$ cat config.mk
export PLATFORM = sky130hd
export DESIGN_NAME = boreal_eeg_acq_sequencer
export DESIGN_NICKNAME = d
export VERILOG_FILES = /design/src/rtl/boreal_eeg_acq_sequencer.sv
export SDC_FILE = /design/constraint.sdc
export NUM_CORES = 1
export LEC_CHECK = 0
export BUFFER_PORTS_ARGS = -buffer_cell sky130_fd_sc_hd__clkbuf_2
export CAP_MARGIN = 20
export CORE_UTILIZATION = 55
export CTS_CLUSTER_SIZE = 25
export DETAILED_ROUTE_END_ITERATION = 8
export GPL_TIMING_DRIVEN = 1
export PLACE_DENSITY_LB_ADDON = 0.3
export SETUP_SLACK_MARGIN = 0.05
export SYNTH_ARGS = -nofsm -noshare
export SYNTH_HDL_FRONTEND = slang
export SYNTH_SLANG_ARGS = --single-unit
export TNS_END_PERCENT = 30
$ cat constraint.sdc
create_clock -name clk -period 49.7 [get_ports clk]
set_input_delay 12.425 -clock clk [delete_from_list [all_inputs] [get_ports clk]]
set_output_delay 12.425 -clock clk [all_outputs]
set_load 0.01 [all_outputs]
$ cat src/rtl/boreal_eeg_acq_sequencer.sv
// -----------------------------------------------------------------------------
// boreal_eeg_acq_sequencer
//
// Frame sequencer for the 8-channel EEG fusion datapath. Each sample tick
// starts a frame. The sequencer visits every channel in index order and polls
// each enabled channel through a req/ack handshake with the ADC front-end. It
// assembles the raw sample array and emits a single data_valid strobe per frame.
// Channels that do not answer within TIMEOUT_CYC request cycles are abandoned
// and flagged. Ticks that arrive while a frame is in flight are counted as
// overruns.
//
// Parameters
//   NUM_CH       channel count (power of two)
//   DATA_W       ADC sample width
//   TIMEOUT_CYC  request cycles allowed before a channel is abandoned (>= 2)
//   OVR_W        width of the saturating overrun counter
//
// Ports
//   clk            in   system clock, rising edge
//   rst            in   asynchronous, active-high reset
//   sample_tick    in   1-cycle frame-start pulse
//   ch_enable      in   per-channel enable, captured at frame start
//   clear_status   in   1-cycle pulse clearing timeout_flags / overrun_count
//   adc_req        out  conversion request (registered)
//   adc_ch         out  channel index of the current request (registered)
//   adc_ack        in   ADC result valid, qualified by adc_req
//   adc_data       in   ADC result, captured in the ack cycle
//   raw_eeg_array  out  channel k at [k*DATA_W +: DATA_W]
//   data_valid     out  1-cycle strobe: raw_eeg_array holds a new frame
//   frame_busy     out  high whenever the sequencer is not idle
//   timeout_flags  out  sticky per-channel timeout indicators
//   overrun_count  out  saturating count of dropped sample ticks
// -----------------------------------------------------------------------------
module boreal_eeg_acq_sequencer #(
  parameter int NUM_CH      = 8,
  parameter int DATA_W      = 24,
  parameter int TIMEOUT_CYC = 64,
  parameter int OVR_W       = 16
) (
  input  logic                     clk,
  input  logic                     rst,
  input  logic                     sample_tick,
  input  logic [NUM_CH-1:0]        ch_enable,
  input  logic                     clear_status,
  output logic                     adc_req,
  output logic [$clog2(NUM_CH)-1:0] adc_ch,
  input  logic                     adc_ack,
  input  logic [DATA_W-1:0]        adc_data,
  output logic [NUM_CH*DATA_W-1:0] raw_eeg_array,
  output logic                     data_valid,
  output logic                     frame_busy,
  output logic [NUM_CH-1:0]        timeout_flags,
  output logic [OVR_W-1:0]         overrun_count
);

  localparam int CH_W  = $clog2(NUM_CH);
  localparam int TMO_W = $clog2(TIMEOUT_CYC);
  localparam int ARR_W = NUM_CH * DATA_W;

  localparam logic [CH_W-1:0]  LAST_CH  = CH_W'(NUM_CH - 1);
  localparam logic [TMO_W-1:0] TMO_LAST = TMO_W'(TIMEOUT_CYC - 1);

  typedef enum logic [1:0] {
    IDLE = 2'd0,
    SCAN = 2'd1,
    REQ  = 2'd2,
    EMIT = 2'd3
  } state_t;

  state_t             state, state_d;
  logic [CH_W-1:0]    ch_idx, ch_idx_d;
  logic [TMO_W-1:0]   tmo_cnt, tmo_cnt_d;
  logic [NUM_CH-1:0]  en_snap, en_snap_d;
  logic [ARR_W-1:0]   shadow, shadow_d;
  logic [NUM_CH-1:0]  tmo_set;
  logic               ack_q;
  logic               overrun;

  // adc_req is high exactly while in REQ, so this is the qualified ack.
  assign ack_q      = adc_ack && (state == REQ);
  assign overrun    = sample_tick && (state != IDLE);
  assign frame_busy = (state != IDLE);

  // ---------------------------------------------------------------------------
  // State register
  // ---------------------------------------------------------------------------
  // NOTE: sequential state is updated with non-blocking assignments so every
  // register samples the pre-edge values, independent of process ordering.
  always_ff @(posedge clk or posedge rst) begin
    if (rst) state <= IDLE;
    else     state <= state_d;
  end

  // ---------------------------------------------------------------------------
  // Next-state and next-datapath logic
  // ---------------------------------------------------------------------------
  // NOTE: every variable gets a default at the top so no path leaves one
  // unassigned, which would otherwise infer a latch.
  always_comb begin
    state_d   = state;
    ch_idx_d  = ch_idx;
    tmo_cnt_d = tmo_cnt;
    en_snap_d = en_snap;
    shadow_d  = shadow;
    tmo_set   = '0;

    unique case (state)
      IDLE: begin
        if (sample_tick) begin
          en_snap_d = ch_enable;
          ch_idx_d  = '0;
          state_d   = SCAN;
        end
      end

      SCAN: begin
        if (en_snap[ch_idx]) begin
          tmo_cnt_d = '0;
          state_d   = REQ;
        end else begin
          shadow_d[ch_idx*DATA_W +: DATA_W] = '0;
          if (ch_idx == LAST_CH) begin
            state_d = EMIT;
          end else begin
            ch_idx_d = ch_idx + 1'b1;
            state_d  = SCAN;
          end
        end
      end

      REQ: begin
        if (ack_q || (tmo_cnt == TMO_LAST)) begin
          // Ack has priority over a timeout landing in the same cycle. On a
          // timeout the shadow slot keeps the previous frame's sample.
          if (ack_q) shadow_d[ch_idx*DATA_W +: DATA_W] = adc_data;
          else       tmo_set[ch_idx] = 1'b1;
          if (ch_idx == LAST_CH) begin
            state_d = EMIT;
          end else begin
            ch_idx_d = ch_idx + 1'b1;
            state_d  = SCAN;
          end
        end else begin
          tmo_cnt_d = tmo_cnt + 1'b1;
        end
      end

      EMIT: begin
        state_d = IDLE;
      end

      default: begin
        state_d = IDLE;
      end
    endcase
  end

  // ---------------------------------------------------------------------------
  // Datapath and registered outputs
  // ---------------------------------------------------------------------------
  // NOTE: the shadow array is reset along with the control state, because a
  // timed-out channel republishes whatever the shadow holds.
  always_ff @(posedge clk or posedge rst) begin
    if (rst) begin
      ch_idx        <= '0;
      tmo_cnt       <= '0;
      en_snap       <= '0;
      shadow        <= '0;
      adc_req       <= 1'b0;
      adc_ch        <= '0;
      raw_eeg_array <= '0;
      data_valid    <= 1'b0;
      timeout_flags <= '0;
      overrun_count <= '0;
    end else begin
      ch_idx  <= ch_idx_d;
      tmo_cnt <= tmo_cnt_d;
      en_snap <= en_snap_d;
      shadow  <= shadow_d;

      // Request outputs are registered from the next state, so they are
      // stable for the whole REQ residency and drop on the exit edge.
      adc_req <= (state_d == REQ);
      adc_ch  <= (state_d == REQ) ? ch_idx_d : '0;

      // The last channel's sample lands on the same edge that enters EMIT,
      // so the published array comes from the next-shadow value.
      data_valid <= (state_d == EMIT);
      if (state_d == EMIT) raw_eeg_array <= shadow_d;

      // A clear takes effect first; same-cycle events are then applied on top.
      timeout_flags <= (clear_status ? '0 : timeout_flags) | tmo_set;

      if (clear_status) begin
        overrun_count <= overrun ? OVR_W'(1) : '0;
      end else if (overrun && (overrun_count != '1)) begin
        overrun_count <= overrun_count + 1'b1;
      end
    end
  end

endmodule

* Yosys cells after proc, flatten, opt, wreduce, memory -nomap -nowiden *
Cells that the tools add are included.

word-level totals
  register bits = 432
  output and inout port bits = 222
  logic and storage cells = 74
  bits of input ports = 37

cells by class
  shift-type cells = 3
  multiplexer cells = 31
  multipliers = 1
  reduce and logical (&&, ||, !) cells = 11
  $lt $le $gt $ge = 2
  equality and inequality tests = 10
  bitwise operators = 1
  add/sub/neg operators = 4

operator list
  cell                          count
  $mux W192                     3
  $bwmux W192                   2
  $pmux W192 S2                 1
  $shift A24 B34 Y192 const A   1
  $shiftx A24 B34 Y192          1
  $shiftx A24 B34 Y192 const A  1
  $neg A8 Y34                   1
  $mux W16                      2
  $mux W8                       4
  $add A16 B1 Y16 const B       1
  $ne A16 B16 Y1 const B        1
  $mux W3                       5
  $mux W6                       2
  $pmux W6 S2                   1
  $pmux W3 S3                   1
  $eq A2 B2 Y1 const B          4
  $mux W2                       4
  $or A8 B8 Y8                  1
  $pmux W2 S4                   1
  $add A6 B1 Y6 const B         1
  $eq A6 B6 Y1 const B          1
  $reduce_bool A2 Y1            3
  $mul A3 B2 Y5 const B         1
  $logic_and A1 B1 Y1           4
  other kinds (13)              16

* Logic depth before layout (Yosys ltp) *
  depth in word-level cells = 8
  depth in mapped cells = 19
  depth with buffers taken out = 12

* Least setup slack after synthesis *
No wires, ideal clock.

  path type = input to register
  start = input adc_ack
  end = register raw_eeg_array[129]
  path buffers = 2
  data required time = 49569 ps
  data arrival time = 14015 ps
  path slack = 35554 ps
  cell stages on the path = 8
  library setup time = 131 ps
  cells stage by stage = clkbuf_1 > and2_1 > o21ai_0 > nor4_2 > clkbuf_1 > nor2_1 > a31oi_1 > a31oi_1

between the ends
  word-level cells in the longest chain between the ends = 5

RTL lines
  item                   RTL line  RTL
  from (decl)            47        input logic adc_ack,
  $logic_and A1 B1 Y1 *  80        assign ack_q = adc_ack && (state == REQ);
  $logic_or A1 B1 Y1     132       if (ack_q || (tmo_cnt == TMO_LAST)) begin
  $mux W2                132
  $pmux W2 S4            107       unique case (state)
  $eq A2 B2 Y1           189       if (state_d == EMIT) raw_eeg_array <= shadow_d;
  to (signal assigned)   189
  to (decl)              49        output logic [NUM_CH*DATA_W-1:0] raw_eeg_array,

Every way passes the cells marked *; elsewhere a longest branch is shown, timed or not.
A chain may end at the register's enable or synchronous reset.

* Final worst setup path *
  start = input adc_ack
  end = register raw_eeg_array[21]

Same word-level chain as after synthesis.

==> summary by stage <==
Global route
After global routing the overflow that remains totals 0. Global routing used 33.1% of the available tracks across all layers. The via count of the first global-routing pass is 17547. The initial antenna violation count is 3. The maximum number of pins on one net before global-route repair is 186.

The first global-routing pass estimated around 100 mm of wire.

Clock tree
Clock-pin slew was measured on the worst setup and hold paths at 60 ps. TritonCTS built the clock tree. The number of clock sinks is 432.

The root buffer cell is sky130_fd_sc_hd__clkbuf_16. The post-CTS setup repair buffer count is 0. Counting the buffers created by CTS gives 45. The source-to-sink clock delay at the later pin of the worst-skew pair is approximately 600 ps.

The maximum level of the CTS H-tree is 2. The clock passes through at most 3 buffers. Once the clock tree was built, the resizer swapped 0 gates to a different size. The post-cts hold buffer count is 0.

Setup path
The arrival time of the worst setup path is 15230 ps. The required time at the worst-slack endpoint is 50160 ps. STA classifies the critical path startpoint as a primary input. The cell depth of the worst flop-to-flop path is 13. The endpoint of the most critical register-to-register path is raw_eeg_array[9]. The worst register-to-register path begins at ch_idx[1]. The worst setup path category is in -> reg. The setup slack of the most critical reg-to-reg path is 44280 ps. The worst setup path is captured at a register. The worst-path maximum fanout is 94.

Placement
Input and output buffers added on the ports amount to about 260. The instance count after placement with tap cells included is 2820. The congestion estimate from routability-driven global placement came to 0.970. Detailed placement ended at an HPWL of 45.0 mm.

Floorplan
The initialized floorplan defines 71 standard-cell rows. The die covers 39400 sq um. The vertical extent of the die is roughly 200 um.

The width of the die is 199 um. For this design the top-level I/O count stands at 259. The total core area is 37800 sq um. The starting utilization of the core area is 56.2%.

Logic synthesis
sky130_fd_sc_hd__dfrtp_1 is the most common cell in the netlist. The synthesized netlist occupies a cell area of approximately 21000 sq um. The share of flip-flops with an asynchronous set or reset is 100%.

A synthesized cell averages 9.84 sq um. The number of synthesized flops with an enable pin is 0. In the post-synthesis netlist, the biggest area contributors are sky130_fd_sc_hd__dfrtp_1 51%, sky130_fd_sc_hd__nand2_1 6.1%, sky130_fd_sc_hd__mux2_2 5.5%. In this run, synthesis produced a sequential element count of 432. For this run, the number of Yosys warnings is 0. For this run, the leading register cell type out of synthesis is sky130_fd_sc_hd__dfrtp_1. Of the synthesized area, sequential elements account for between 50% and 60%. In the synthesized netlist, the cells that appear most often are 432 x sky130_fd_sc_hd__dfrtp_1, 344 x sky130_fd_sc_hd__nand2_1, 204 x sky130_fd_sc_hd__nor2_1. The post-synthesis net count is 2213. The number of instances in the synthesized netlist is 2160.

The synthesized design spends more area on one cell type than any other, namely sky130_fd_sc_hd__dfrtp_1. The number of different library cells used by synthesis comes to 94. The share of the synthesized area in the top cell type is 50.9%.

Routing
The count of nets left with antenna violations after detail routing is 0. For this run, design rule violations remaining after detail routing come to 0. The first detailed-routing pass ran for 6 iterations. The routed layout has 18246 vias. Using the TritonRoute via totals, the vias-per-cell ratio works out to 6.28. The total wire length is roughly 65 mm. For this block, the initial DRC count from the detailed router was 1790. The wire length per cell is 22.3 um.

STA
For the pin with the worst max-slew slack, the measured transition is 1110 ps. Setup repair after global routing left no endpoint under its margin. The worst path needs 14780 ps of the cycle, external delays included. The final period utilization is 29.7%.

Setup violations remaining at the end of the flow were counted as 0. The final-report max-slew violation count is 0. The number of failing hold endpoints at the final stage is 0. The highest clock rate is 0.0677 GHz. Measured against its own limit, the worst slew margin works out to a little under a quarter. Across the routed clock network, the largest skew measured is 22.7 ps. The final total negative setup slack is 0 ps.

Power
In this run the static leakage power is 11.5 nW. The internal power of the cells is approximately 0.8 mW. In this run, the combinational gates consume 42.3% of the power.

The power share of the sequential group is between 30% and 40%. Power spread over the standard cell area amounts to roughly 57 nW/um^2. The switching part of the total is 42.8%. The clock network fraction of design power is approximately a quarter. The switching power of the nets is 0.591 mW. The worst voltage drop across the vdd grid is 0.0328 mV.

Worst hold path
The worst hold path was traced through 2 stages. In this run the most critical hold path is launched from shadow[3]. The min-delay analysis places its worst path in the category reg -> reg.

The endpoint of the worst hold-timing path is shadow[3].

Run status
The flow ran to the end, and the final reports show no timing, DRC or antenna violations.

Flow run
The count of maximum capacitance violations is 0.

Final layout
The finished layout holds a little under 3000 standard cells, fillers aside. The net count of the finished layout is 2412. From synthesis to final layout, the design area changed by 14.8%. The post-route netlist has 22.3% of its cells at a drive strength greater than 1.
## through the flow
stage	hold slack [ps]	power (mW)	util, %	setup slack (ps)	area [sq um]
floorplan	433	0.824	-	25240	21300
global placement	446	1.02	60.3	34500	22800
detailed placement	455	1.03	60.3	34400	22800
CTS	468	1.37	64.3	35000	24300
global route	488	1.45	64.4	34750	24400
finish	463	1.38	64.4	34930	24400
## kinds of logic after synthesis
kind of cell,Yosys count,share of synthesized area (%)
fa+ha+maj,16,0.977
xor+xnor,21,0.989
mux,149,7.79
compound gates,543,17.9
buf+inv,184,3.74
simple gates,815,17.7
flops,432,50.9
## power groups by stage
stage	Combinational, mW	Sequential, mW	Clock [mW]
2_1_floorplan	0.345	0.479	0
5_1_grt	0.625	0.467	0.354
6_report	0.584	0.461	0.337
3_5_place_dp	0.568	0.467	0
3_3_place_gp	0.557	0.465	0
4_1_cts	0.570	0.461	0.341
## cells in the final DEF (no fill, tap or decap), types with 19 or more instances in the layout
cell type                   count
sky130_fd_sc_hd__nand3b_1      19
sky130_fd_sc_hd__mux2i_1       41
sky130_fd_sc_hd__buf_4         32
sky130_fd_sc_hd__clkbuf_16     46
sky130_fd_sc_hd__nor3_1        38
sky130_fd_sc_hd__a22oi_1       28
sky130_fd_sc_hd__dfrtp_1      431
sky130_fd_sc_hd__clkbuf_2     258
sky130_fd_sc_hd__a31oi_1       68
sky130_fd_sc_hd__nand2b_1      33
sky130_fd_sc_hd__a21oi_1       83
sky130_fd_sc_hd__a22o_1        42
sky130_fd_sc_hd__o21a_1        23
sky130_fd_sc_hd__nand3_1       50
sky130_fd_sc_hd__o211ai_1      31
sky130_fd_sc_hd__a32oi_1       23
sky130_fd_sc_hd__nor2_1       204
sky130_fd_sc_hd__o21ai_0       81
sky130_fd_sc_hd__nand2_1      344
sky130_fd_sc_hd__mux2_2       103
sky130_fd_sc_hd__inv_1         38
sky130_fd_sc_hd__a21o_1        32
## critical path: stages
cell	delay (ps)
sky130_fd_sc_hd__clkbuf_2	220
sky130_fd_sc_hd__nand2_1	100
sky130_fd_sc_hd__o21ai_0	200
sky130_fd_sc_hd__and3_1	300
sky130_fd_sc_hd__o211ai_4	140
sky130_fd_sc_hd__inv_8	370
sky130_fd_sc_hd__buf_4	840
sky130_fd_sc_hd__mux2_2	430
## registers in the layout, indices dropped and copies added, names as in the netlist
register and cells:
overrun_count 16, adc_ch 3, tmo_cnt 6, data_valid 1, timeout_flags 8, adc_req 1
raw_eeg_array 192, ch_idx 3, state 2, shadow 192, en_snap 8
## worst max path at each step
stage / from / endpoint / cells past startpoint
global route: adc_ack / raw_eeg_array[21] / 8
detailed placement: adc_ack / raw_eeg_array[21] / 8
finish: adc_ack / raw_eeg_array[21] / 8
global placement: adc_ack / raw_eeg_array[55] / 8
CTS: adc_ack / raw_eeg_array[21] / 8
floorplan: rst / adc_ch[0] / 1
## per-layer routing
layer | GRT usage (%) | vias to the layer above | share of wire [%]
li1 | - | 8139 | -
met1 | 46.3 | 8981 | 41
met2 | 50.1 | 946 | 45
met3 | 6.90 | 176 | 9.5
met4 | 14.1 | 4 | 4.2
met5 | 0 | - | 0.042
## final cells by class
type	count	area, sq um
diodes	1	2.50
well taps	511	639
flip-flops and latches	432	10800
multi-input cells	1544	9660
fillers	3109	13500
inverters	42	173
clock inverters	25	235
clock buffers	58	1260
repair buffers	294	1610
Power figures use the tool's default switching activity.
